$ cat config.mk
export PLATFORM = sky130hd
export DESIGN_NAME = vram_write_arbiter
export DESIGN_NICKNAME = d
export VERILOG_FILES = /design/src/rtl/vram_pkg.sv /design/src/rtl/vram_write_arbiter.sv
export SDC_FILE = /design/constraint.sdc
export NUM_CORES = 1
export LEC_CHECK = 0
export ABC_AREA = 1
export CORE_ASPECT_RATIO = 0.75
export CORE_UTILIZATION = 30
export CTS_CLUSTER_SIZE = 10
export DETAILED_ROUTE_END_ITERATION = 10
export RECOVER_POWER = 25
export REMOVE_ABC_BUFFERS = 1
export SYNTH_ARGS = -nofsm -noshare
export SYNTH_HDL_FRONTEND = slang
export SYNTH_SLANG_ARGS = --single-unit
$ cat constraint.sdc
create_clock -name clk -period 4.5 [get_ports clk]
set_input_delay 1.125 -clock clk [delete_from_list [all_inputs] [get_ports clk]]
set_output_delay 1.125 -clock clk [all_outputs]
set_load 0.05 [all_outputs]
$ cat src/rtl/vram_pkg.sv
// Shared constants and enumerations for the sprite VRAM write-port arbiter.
package vram_pkg;

  localparam int LINE_ADDR_W    = 12;
  localparam int WORDS_PER_LINE = 8;
  localparam int WORD_W         = 16;
  localparam int ADDR_W         = LINE_ADDR_W + $clog2(WORDS_PER_LINE);

  typedef enum logic {
    IDLE  = 1'b0,
    BURST = 1'b1
  } vram_wr_state_t;

  typedef enum logic {
    GRANT_CPU  = 1'b0,
    GRANT_LINE = 1'b1
  } vram_requester_t;

endpackage

$ cat src/rtl/vram_write_arbiter.sv
// Shares the sprite VRAM write port between single CPU word writes and
// 8-word sprite-line bursts, round-robin per transaction, only while write_allow.
module vram_write_arbiter #(
  parameter int LINE_ADDR_W    = vram_pkg::LINE_ADDR_W,
  parameter int WORDS_PER_LINE = vram_pkg::WORDS_PER_LINE,
  parameter int WORD_W         = vram_pkg::WORD_W,
  parameter int ADDR_W         = LINE_ADDR_W + $clog2(WORDS_PER_LINE)
) (
  input  logic                             clk,
  input  logic                             reset_n,
  input  logic                             write_allow,
  input  logic                             cpu_req,
  input  logic [ADDR_W-1:0]                cpu_addr,
  input  logic [WORD_W-1:0]                cpu_data,
  output logic                             cpu_ack,
  input  logic                             line_req,
  input  logic [LINE_ADDR_W-1:0]           line_addr,
  input  logic [WORD_W*WORDS_PER_LINE-1:0] line_data,
  output logic                             line_busy,
  output logic                             line_ack,
  output logic [ADDR_W-1:0]                vram_write_addr,
  output logic [WORD_W-1:0]                vram_write_data,
  output logic                             vram_write_enable
);
  import vram_pkg::*;

  localparam int IDX_W = $clog2(WORDS_PER_LINE);
  localparam logic [IDX_W-1:0] LAST_IDX = IDX_W'(WORDS_PER_LINE - 1);

  vram_wr_state_t         state_q, state_d;
  vram_requester_t        last_grant_q, last_grant_d;
  logic [IDX_W-1:0]       idx_q, idx_d;
  logic [LINE_ADDR_W-1:0] line_addr_q, line_addr_d;
  logic [WORD_W-1:0]      line_words_q [WORDS_PER_LINE];
  logic [WORD_W-1:0]      line_words_d [WORDS_PER_LINE];
  logic                   cpu_ack_q, cpu_ack_d;
  logic                   line_ack_q, line_ack_d;
  logic                   line_busy_q, line_busy_d;
  logic                   we_q, we_d;
  logic [ADDR_W-1:0]      waddr_q, waddr_d;
  logic [WORD_W-1:0]      wdata_q, wdata_d;

  logic cpu_elig;
  logic grant_cpu;
  logic grant_line;

  // A CPU request still visible in its own ack cycle is stale, so it cannot win.
  always_comb begin
    cpu_elig   = cpu_req && !cpu_ack_q;
    grant_cpu  = 1'b0;
    grant_line = 1'b0;
    if (state_q == IDLE && write_allow) begin
      if (cpu_elig && line_req) begin
        grant_cpu  = (last_grant_q == GRANT_LINE);
        grant_line = (last_grant_q == GRANT_CPU);
      end else begin
        grant_cpu  = cpu_elig;
        grant_line = line_req;
      end
    end
  end

  always_comb begin
    state_d      = state_q;
    last_grant_d = last_grant_q;
    idx_d        = idx_q;
    line_addr_d  = line_addr_q;
    line_words_d = line_words_q;
    cpu_ack_d    = 1'b0;
    line_ack_d   = 1'b0;
    line_busy_d  = line_busy_q;
    we_d         = 1'b0;
    waddr_d      = waddr_q;
    wdata_d      = wdata_q;

    unique case (state_q)
      IDLE: begin
        if (grant_cpu) begin
          we_d         = 1'b1;
          waddr_d      = cpu_addr;
          wdata_d      = cpu_data;
          cpu_ack_d    = 1'b1;
          last_grant_d = GRANT_CPU;
        end else if (grant_line) begin
          line_addr_d = line_addr;
          for (int i = 0; i < WORDS_PER_LINE; i++) begin
            line_words_d[i] = line_data[i*WORD_W +: WORD_W];
          end
          idx_d        = '0;
          line_busy_d  = 1'b1;
          last_grant_d = GRANT_LINE;
          state_d      = BURST;
        end
      end
      BURST: begin
        // Without write_allow the burst simply pauses at the current word.
        if (write_allow) begin
          we_d    = 1'b1;
          waddr_d = {line_addr_q, idx_q};
          wdata_d = line_words_q[idx_q];
          idx_d   = idx_q + 1'b1;
          if (idx_q == LAST_IDX) begin
            line_ack_d  = 1'b1;
            line_busy_d = 1'b0;
            state_d     = IDLE;
          end
        end
      end
      default: state_d = IDLE;
    endcase
  end

  always_ff @(posedge clk or negedge reset_n) begin
    if (!reset_n) begin
      state_q      <= IDLE;
      last_grant_q <= GRANT_LINE;
      idx_q        <= '0;
      cpu_ack_q    <= 1'b0;
      line_ack_q   <= 1'b0;
      line_busy_q  <= 1'b0;
      we_q         <= 1'b0;
      waddr_q      <= '0;
      wdata_q      <= '0;
    end else begin
      state_q      <= state_d;
      last_grant_q <= last_grant_d;
      idx_q        <= idx_d;
      cpu_ack_q    <= cpu_ack_d;
      line_ack_q   <= line_ack_d;
      line_busy_q  <= line_busy_d;
      we_q         <= we_d;
      waddr_q      <= waddr_d;
      wdata_q      <= wdata_d;
    end
  end

  // Latched line payload is only consumed in BURST, so it needs no reset.
  always_ff @(posedge clk) begin
    line_addr_q  <= line_addr_d;
    line_words_q <= line_words_d;
  end

  assign cpu_ack           = cpu_ack_q;
  assign line_ack          = line_ack_q;
  assign line_busy         = line_busy_q;
  assign vram_write_enable = we_q;
  assign vram_write_addr   = waddr_q;
  assign vram_write_data   = wdata_q;

endmodule

After elaboration in Yosys (flattened, before gate mapping)
Index checks and enable logic that the tools add are counted.
{ "classes": {"n_addsub": 1, "order_cmp": 1, "n_eq_ne": 6, "n_mux": 35, "bitwise_logic": 4, "n_reduce_logical": 10} }
{ "ops": {"columns": ["operator", "n"], "rows": [
  ["$mux W16", 4],
  ["$bmux W16 S3", 1],
  ["$pmux W16 S2", 1],
  ["$mux W15", 2],
  ["$pmux W15 S2", 1],
  ["$mux W1", 19],
  ["$mux W3", 3],
  ["$ne A2 B2 Y1 const B", 4],
  ["$pmux W1 S2", 3],
  ["$pmux W3 S2", 1],
  ["$reduce_and A3 Y1", 2],
  ["$ge A4 B4 Y1 const B", 1],
  ["$not A3 Y4", 1],
  ["$reduce_and A2 Y1", 2],
  ["$reduce_and A4 Y1", 1],
  ["$add A3 B1 Y3 const B", 1],
  ["$eq A3 B3 Y1 const B", 1],
  ["$logic_and A1 B1 Y1", 3],
  ["$not A1 Y1", 3],
  ["$ne A2 B1 Y1 const B", 1],
  ["$reduce_bool A2 Y1", 1],
  ["$logic_not A1 Y1", 1]
]} }
{ "totals": {"reg_bits": 180, "out_inout_bits": 35, "elab_cells": 75} }

Depth between registers and ports, before layout
{ "logic_depth": {"word_depth": 8, "depth_mapped": 10, "depth_no_buf": 8} }

Worst setup path after synthesis
OpenSTA, ideal clock, no wires.
{ "synth_path": {"kind": "input to register", "start": "input cpu_req", "end": "register line_addr_q[0] (enable)", "setup_ns": 0.493, "arrival_ns": 4.155, "slack_ns": -0.148, "stages": 5, "path_buffers": 0, "path_cell_list": "inv_1 -> nor2_2 -> nand2_1 -> nand3_1 -> inv_1"} }
{ "synth_via": {"elab_chain_len": 6, "elab_cells_between_ends": 8} }
{ "synth_rtl": {"columns": ["item", "line", "rtl"], "rows": [
  ["from (decl)", "vram_write_arbiter.sv:12", "input logic cpu_req,"],
  ["$logic_and A1 B1 Y1 *", "vram_write_arbiter.sv:49", "cpu_elig = cpu_req && !cpu_ack_q;"],
  ["$logic_and A1 B1 Y1", "vram_write_arbiter.sv:53", "if (cpu_elig && line_req) begin"],
  ["$mux W1", "vram_write_arbiter.sv:53", null],
  ["$mux W1", "vram_write_arbiter.sv:52", "if (state_q == IDLE && write_allow) begin"],
  ["$not A1 Y1 (no source line)", null, null],
  ["$reduce_and A3 Y1 (no source line) *", null, null],
  ["to (signal assigned)", "vram_write_arbiter.sv:139", "line_addr_q <= line_addr_d;"],
  ["to (decl)", "vram_write_arbiter.sv:33", "logic [LINE_ADDR_W-1:0] line_addr_q, line_addr_d;"]
]} }
Every way passes the cells marked *; elsewhere a longest branch is shown, timed or not.
A chain may end at the register's enable or synchronous reset.

==> summary.txt <==
GRT
  – Met2 Resource Use GR: 23.4%
  – Most Crowded Layer GR: met2
  – Largest net degree at the start of global routing: 69
  – First-pass GRT wire length: approximately 30 mm
  – Grt met1 use: between 20% and 30%
  – Grt met3 use: 4.58%
  – Initial antenna violation count: 2
  – Total track usage: 15.3%
  – Grt ovf: 0
  – Vias in the first global route: ~5500

Clock tree
  – Post-CTS Resized: 0
  – Longest Clk Path Bufs: 2
  – Hold buffer count at cts: 0
  – TritonCTS clock tree: yes
  – Num CTS Buffers: 17
  – Clock Sinks: between 150 and 200
  – Clock transition at the registers of the reported paths: about 0.070 ns
  – Clock root buffer: clkbuf_16
  – # H-tree levels: 4
  – Clk_lat worst skew: between 0.4 and 0.5 ns
  – Setup Fix Bufs, Post-CTS: 0

Critical path
  – Crit-path cells: buf_2 > clkbuf_1
  – Nature of the critical path endpoint: asynchronous set/reset pin
  – Crit path required time: roughly 4.3 ns
  – Worst path buffer plus inverter count: 2
  – Critical path class: primary input to asynchronous set/reset pin
  – Worst path slowest cell: clkbuf_1
  – Max incr delay on CP: around 1.8 ns
  – Worst Path Arrival: 2.99 ns
  – Delay-heaviest family, CP: buffers and inverters
  – Worst Path Max Fanout: 40
  – Startpoint types: primary input

Yosys
  – Cell taking the most area after synthesis: edfxtp_1
  – Largest family of logic cells by synthesized area: simple AND/OR/NAND/NOR gates
  – Synth Area in Compound Gates: under 10%
  – Dominant synthesized flop cell: edfxtp_1
  – Cell with the most instances after synthesis: nand2_1
  – Sequential element share of the synthesized area: ~67%
  – EDFF count, synth: 140
  – Simple-Gate Fraction of Synth Area: between 20% and 30%
  – Synth top cells by count: nand2_1, inv_1, edfxtp_1
  – Post-synthesis xor/xnor area fraction: 0%
  – Mapped Avg Cell Area: ~10 um2
  – Netlist cell types: 26
  – Synthesized area: roughly 7800 um2
  – Mapped Cells: approximately 800
  – Fraction of registers with async set/reset: between 20 and 25%
  – Adder-cell share of the synthesized area: 0.322%
  – #FFs+latches synth: between 150 and 200
  – Top cell type's share of synthesized area: 54.0%
  – Syn. warnings: 0
  – Ranking of synthesized cells by area: edfxtp_1, dfrtp_1, nand2_1
  – Multiplexer share of the synthesized area: 0%

Placement
  – Post-place setup slack: roughly 1.0 ns
  – Gpl congestion: approximately 0.76
  – Post-Place Cell Area: ~10000 um2
  – Number of I/O port buffers: 210
  – Post-DP HPWL: about 13 mm

Die
  – I/O pin count: between 200 and 250
  – Core area: approximately 25000 um2
  – Horiz. Die Dim: approximately 190 um
  – Cell row count: 50
  – Initial Util: between 30% and 40%
  – Die height: approximately 140 um
  – Die area: ~27000 um2

Status
  – Outcome: finished, violations left
  – Failing checks: max-capacitance violations, max-slew violations

Route
  – Antenna Violating Nets Remaining: 0
  – DR pass1 iterations: 5
  – Vias: between 5000 and 6000
  – Drt drc: 0
  – WL/cell: 14.9 um
  – Drt total wl: between 20 and 25 mm
  – Initial DRC count: roughly 320
  – Vias/cell: roughly 4.2

STA
  – Relative slew slack: -67.5%
  – Least-Margin Pin Slew: 2.51 ns
  – Hold Fails Final Rpt: 0
  – Final setup violating endpoints: 0
  – Tmin final: between 3 and 4 ns
  – Fin Clk Skew: roughly 0.012 ns
  – Highest clock rate: between 0.3 and 0.4 GHz
  – Period utilisation layout: between 70% and 80%
  – Worst hold slack: between 0.4 and 0.5 ns
  – Unrepaired setup endpoints after global routing: false
  – Setup TNS: 0 ns
  – Max-slew violations: between 40 and 50
  – Final setup margin: ~1.3 ns

Layout
  – Nets: 1165
  – Layout cells sized above 1: under 10%
  – Synthesis-to-layout area growth: 38.6%
  – Final core occ: a little over two fifths
  – Final Cell Area: 10800 um2

Pwr
  – Sw Ratio: 39.3%
  – Leak pwr: between 4 and 5 nW
  – Sequential group share of total power: 36.2%
  – Pwr Density: 571 nW/um2
  – Sw power: 2.42 mW
  – Maximum vdd drop: 0.265 mV
  – Logic pwr share: ~39%
  – Clk pwr share: about a quarter
  – Int Power: 3.74 mW

Run
  – Total of max-cap violations: 1

Hold path
  – Hold Path Class: flip-flop to flip-flop
per-layer routing:
metal | part of all wire, % | vias up | wire length [um]
li1 | - | 2865 | -
met1 | 48 | 2615 | 9680
met2 | 44 | 166 | 8780
met3 | 6.7 | 15 | 1350
met4 | 0.94 | 2 | 188
met5 | 0.065 | - | 13
metrics by stage:
stage,cells,power (mW)
2_1_floorplan,749,3.76
3_3_place_gp,1306,4.70
3_5_place_dp,1306,4.72
4_1_cts,1338,6.25
5_1_grt,1338,6.54
6_report,1339,6.16
power groups by stage:
| stage | clock network, mW | logic (mW) | registers, mW |
|---|---|---|---|
| after global placement | 0 | 2.44 | 2.26 |
| after CTS | 1.55 | 2.46 | 2.23 |
| final | 1.52 | 2.41 | 2.23 |
| after global routing | 1.61 | 2.67 | 2.26 |
| after floorplan | 0 | 0.926 | 2.84 |
| after detailed placement | 0 | 2.46 | 2.26 |
kinds of logic after synthesis:
| group | after synthesis |
|---|---|
| AND/OR/NAND/NOR | 374 |
| buffers and inverters | 190 |
| flip-flops | 180 |
| AO/OA/AOI/OAI | 36 |
| adder cells (fa/ha/maj) | 2 |
layout by cell type (no fill, tap or decap), drive strengths merged:
| cell type | netlist | layout |
|---|---|---|
| nand2 | 255 | 255 |
| o211ai | 1 | 1 |
| edfxtp | 140 | 140 |
| inv | 156 | 157 |
| dfstp | 1 | 1 |
| dfrtp | 39 | 39 |
| ha | 2 | 2 |
| o21ai | 19 | 19 |
| clkinv | 1 | 9 |
| a31oi | 13 | 13 |
| bufinv | 0 | 3 |
| dlygate4sd3 | 0 | 58 |
| clkdlybuf4s50 | 0 | 151 |
| buf | 26 | 9 |
| clkinvlp | 0 | 2 |
| or2 | 16 | 16 |
| diode | 0 | 1 |
| nor2 | 18 | 18 |
| clkbuf | 7 | 19 |
| nand3 | 85 | 85 |
| a21oi | 3 | 3 |
flip-flops by register name, indices dropped and copies added (netlist names):
name and count:
line_addr_q 12, line_words_q 128, idx_q 3, last_grant_q 1, vram_write_data 16, vram_write_enable 1, line_ack 1, cpu_ack 1
line_busy 1, vram_write_addr 15, state_q 1
path summary, 6_finish.rpt:
| path | start | endpoint | slack (ns) | cells past startpoint |
|---|---|---|---|---|
| max | reset_n | idx_q[0]$_DFFE_PN0P_ | 1.32 | 2 |
| min | line_busy$_DFFE_PN0P_ | line_busy$_DFFE_PN0P_ | 0.48 | 2 |
| max reg2reg | state_q$_DFF_PN0_ | vram_write_data[2]$_DFFE_PN0P_ | 2.23 | 7 |
| min reg2reg | line_busy$_DFFE_PN0P_ | line_busy$_DFFE_PN0P_ | 0.48 | 2 |
| max in group clk | line_req | vram_write_data[2]$_DFFE_PN0P_ | 1.53 | 8 |
| min in group asynchronous | reset_n | vram_write_addr[3]$_DFFE_PN0P_ | 1.55 | 2 |
cell type report:
type,count,area [um2]
sequential,180,5210
tap,338,423
timing repair buffer,219,2170
inverter,157,596
clock inverter,14,161
fill,2418,14400
clock buffer,18,429
antenna,1,2.50
multi-input combinational,412,1790
No activity file was read; power rests on OpenSTA's default activity.
==> edit: new RTL, config.mk and constraints unchanged <==
Take the reset off `waddr_q` and `wdata_q` and load them in a clocked block of their own.
--- a/src/rtl/vram_write_arbiter.sv
+++ b/src/rtl/vram_write_arbiter.sv
@@ -121,4 +121,2 @@
       we_q         <= 1'b0;
-      waddr_q      <= '0;
-      wdata_q      <= '0;
     end else begin
@@ -131,5 +129,8 @@
       we_q         <= we_d;
-      waddr_q      <= waddr_d;
-      wdata_q      <= wdata_d;
     end
+  end
+
+  always_ff @(posedge clk) begin
+    waddr_q <= waddr_d;
+    wdata_q <= wdata_d;
   end
Function: changed (Yosys sat finds a counterexample within 4 cycles, from zero or initial values and one cycle with reset_n low).
==> edit against the original RTL <==
The flow finishes with violations (DRC). Synthesized area fell by 8.7%. Setup slack better by 430 ps. Final cell count shrank 18%. Final area is 6.9% lower. Combinational power shrank 19%. Power down 5.7%. Wire length fell by 11%. Register-to-register slack worse by 170 ps. Sequential cell count did not move. Largest power group is now registers.
==> edit: results (changes against the original RTL) <==
- Layout cells sized above 1: 6.045% (was 5.700%)
- Vias in the first global route: 4731 (was 5474)
- First-pass GRT wire length: 26.89 mm (was 30.38 mm)
- GRT Resource Usage Total: 14.95% (was 15.32%)
- Initial DRC count: 324 (was 318)
- Failing checks: DRC (was capacitance limit, slew limit)
- Final routed DRC violation total: 20 (was 0)
- Crit Path Max Fanout: 1 (was 40)
- GPL Wtd Cong: 0.7660 (was 0.7585)
- Fillers: 2155 (was 2418)
- Slowest cell on crit path: clkdlybuf4s50_1 (was clkbuf_1)
- Main area contributors after synthesis: edfxtp_1 72%, nand2_1 11%, nand3_1 4.7% (was edfxtp_1 54%, dfrtp_1 13%, nand2_1 12%)
- Worst hold-check path type: reg -> reg (unchanged)
- Synth cell types: 27 (was 26)
- Vias: 4823 (was 5663)
- Post-synth EDFFs: 171 (was 140)
- Initial antenna violation count: 0 (was 2)
- Clock skew: 7.660 ps (was 11.62 ps)
- IO buf count: 210 (unchanged)
- P_leak: 0.003735 uW (was 0.004669 uW)
- Status: finished with violations (unchanged)
- Most frequent cells after synthesis: 217 x nand2_1, 171 x edfxtp_1, 66 x nand3_1, 29 x nor2_1, 17 x buf_2 (was 253 x nand2_1, 152 x inv_1, 140 x edfxtp_1, 84 x nand3_1, 39 x dfrtp_1)
- Crit path largest cell delay: 820 ps (was 1760 ps)
- Worst slew margin: 25.04% (was -67.51%)
- Fin nets: 959 (was 1165)
- Post-detail-place hpwl: 11.43 mm (was 13.02 mm)
- Ys async rst share: 5.000% (was 22.22%)
- Synth-to-Final Area Change: 41.41% (was 38.62%)
- Area after DPL: 9459 um^2 (was 10200 um^2)
- Seq/Total Area, Yosys: 75.51% (was 66.91%)
- DRT Pass-1 Iters: 7 (was 5)
edit: final timing paths:
kind	slack, ps	start	to	cells past startpoint
setup reg to reg	2060	state_q	vram_write_data[8]	5
max in group asynchronous	3110	reset_n	last_grant_q	1
min in group asynchronous	1070	reset_n	line_busy	1
hold reg to reg	510	line_addr_q[0]	vram_write_addr[3]	2
setup / recovery	1750	vram_write_data[0]	vram_write_data[0]	1
hold / removal	510	line_addr_q[0]	vram_write_addr[3]	2
edit: layout make-up:
class	count	area share, %
inverter	17	0.7601
clock buffer	17	4.237
sequential	180	53.42
clock inverter	15	1.533
timing repair buffer	213	21.41
antenna	1	0.02492
multi-input combinational	352	14.88
tap	300	3.738
edit: layer usage:
layer  vias up  track usage [%]  share of wire (%)
li1       2388                -                  -
met5         -                0                  0
met4         0            3.975               0.81
met3        13            4.140                6.5
met2       151            22.94                 46
met1      2271            20.83                 47
edit: report_power, final:
group	leakage, uW	internal (uW)	total [uW]	switching, uW
clock network	0.000286	823	1470	648
logic	0.00177	636	1950	1320
registers	0.00168	2180	2380	205
total	0.00374	3640	5810	2170
edit: logic make-up after synthesis:
| logic type | Yosys count | synth area share, % |
|---|---|---|
| and+or+nand+nor | 321 | 18.61 |
| DFF | 180 | 75.51 |
| buffers and inverters | 46 | 3.489 |
| AOI/OAI and AO/OA | 29 | 2.044 |
| adders and majority gates | 2 | 0.3524 |
edit: worst min-delay path, delay by kind of cell (launching register included):
family / cells / cell delay [ps]
flops: 1 / 320
simple gates: 2 / 100
edit: through the flow:
stage | hold WS [ps] | instances | setup WS, ps | total power [uW]
3_3_place_gp | 505.5 | 1062 | 1352 | 4408
5_1_grt | 535.6 | 1094 | 1680 | 6137
6_report | 513.8 | 1095 | 1752 | 5807
4_1_cts | 519.0 | 1094 | 1709 | 5914
3_5_place_dp | 501.7 | 1062 | 1297 | 4427
2_1_floorplan | 494.3 | 549 | 1212 | 3591
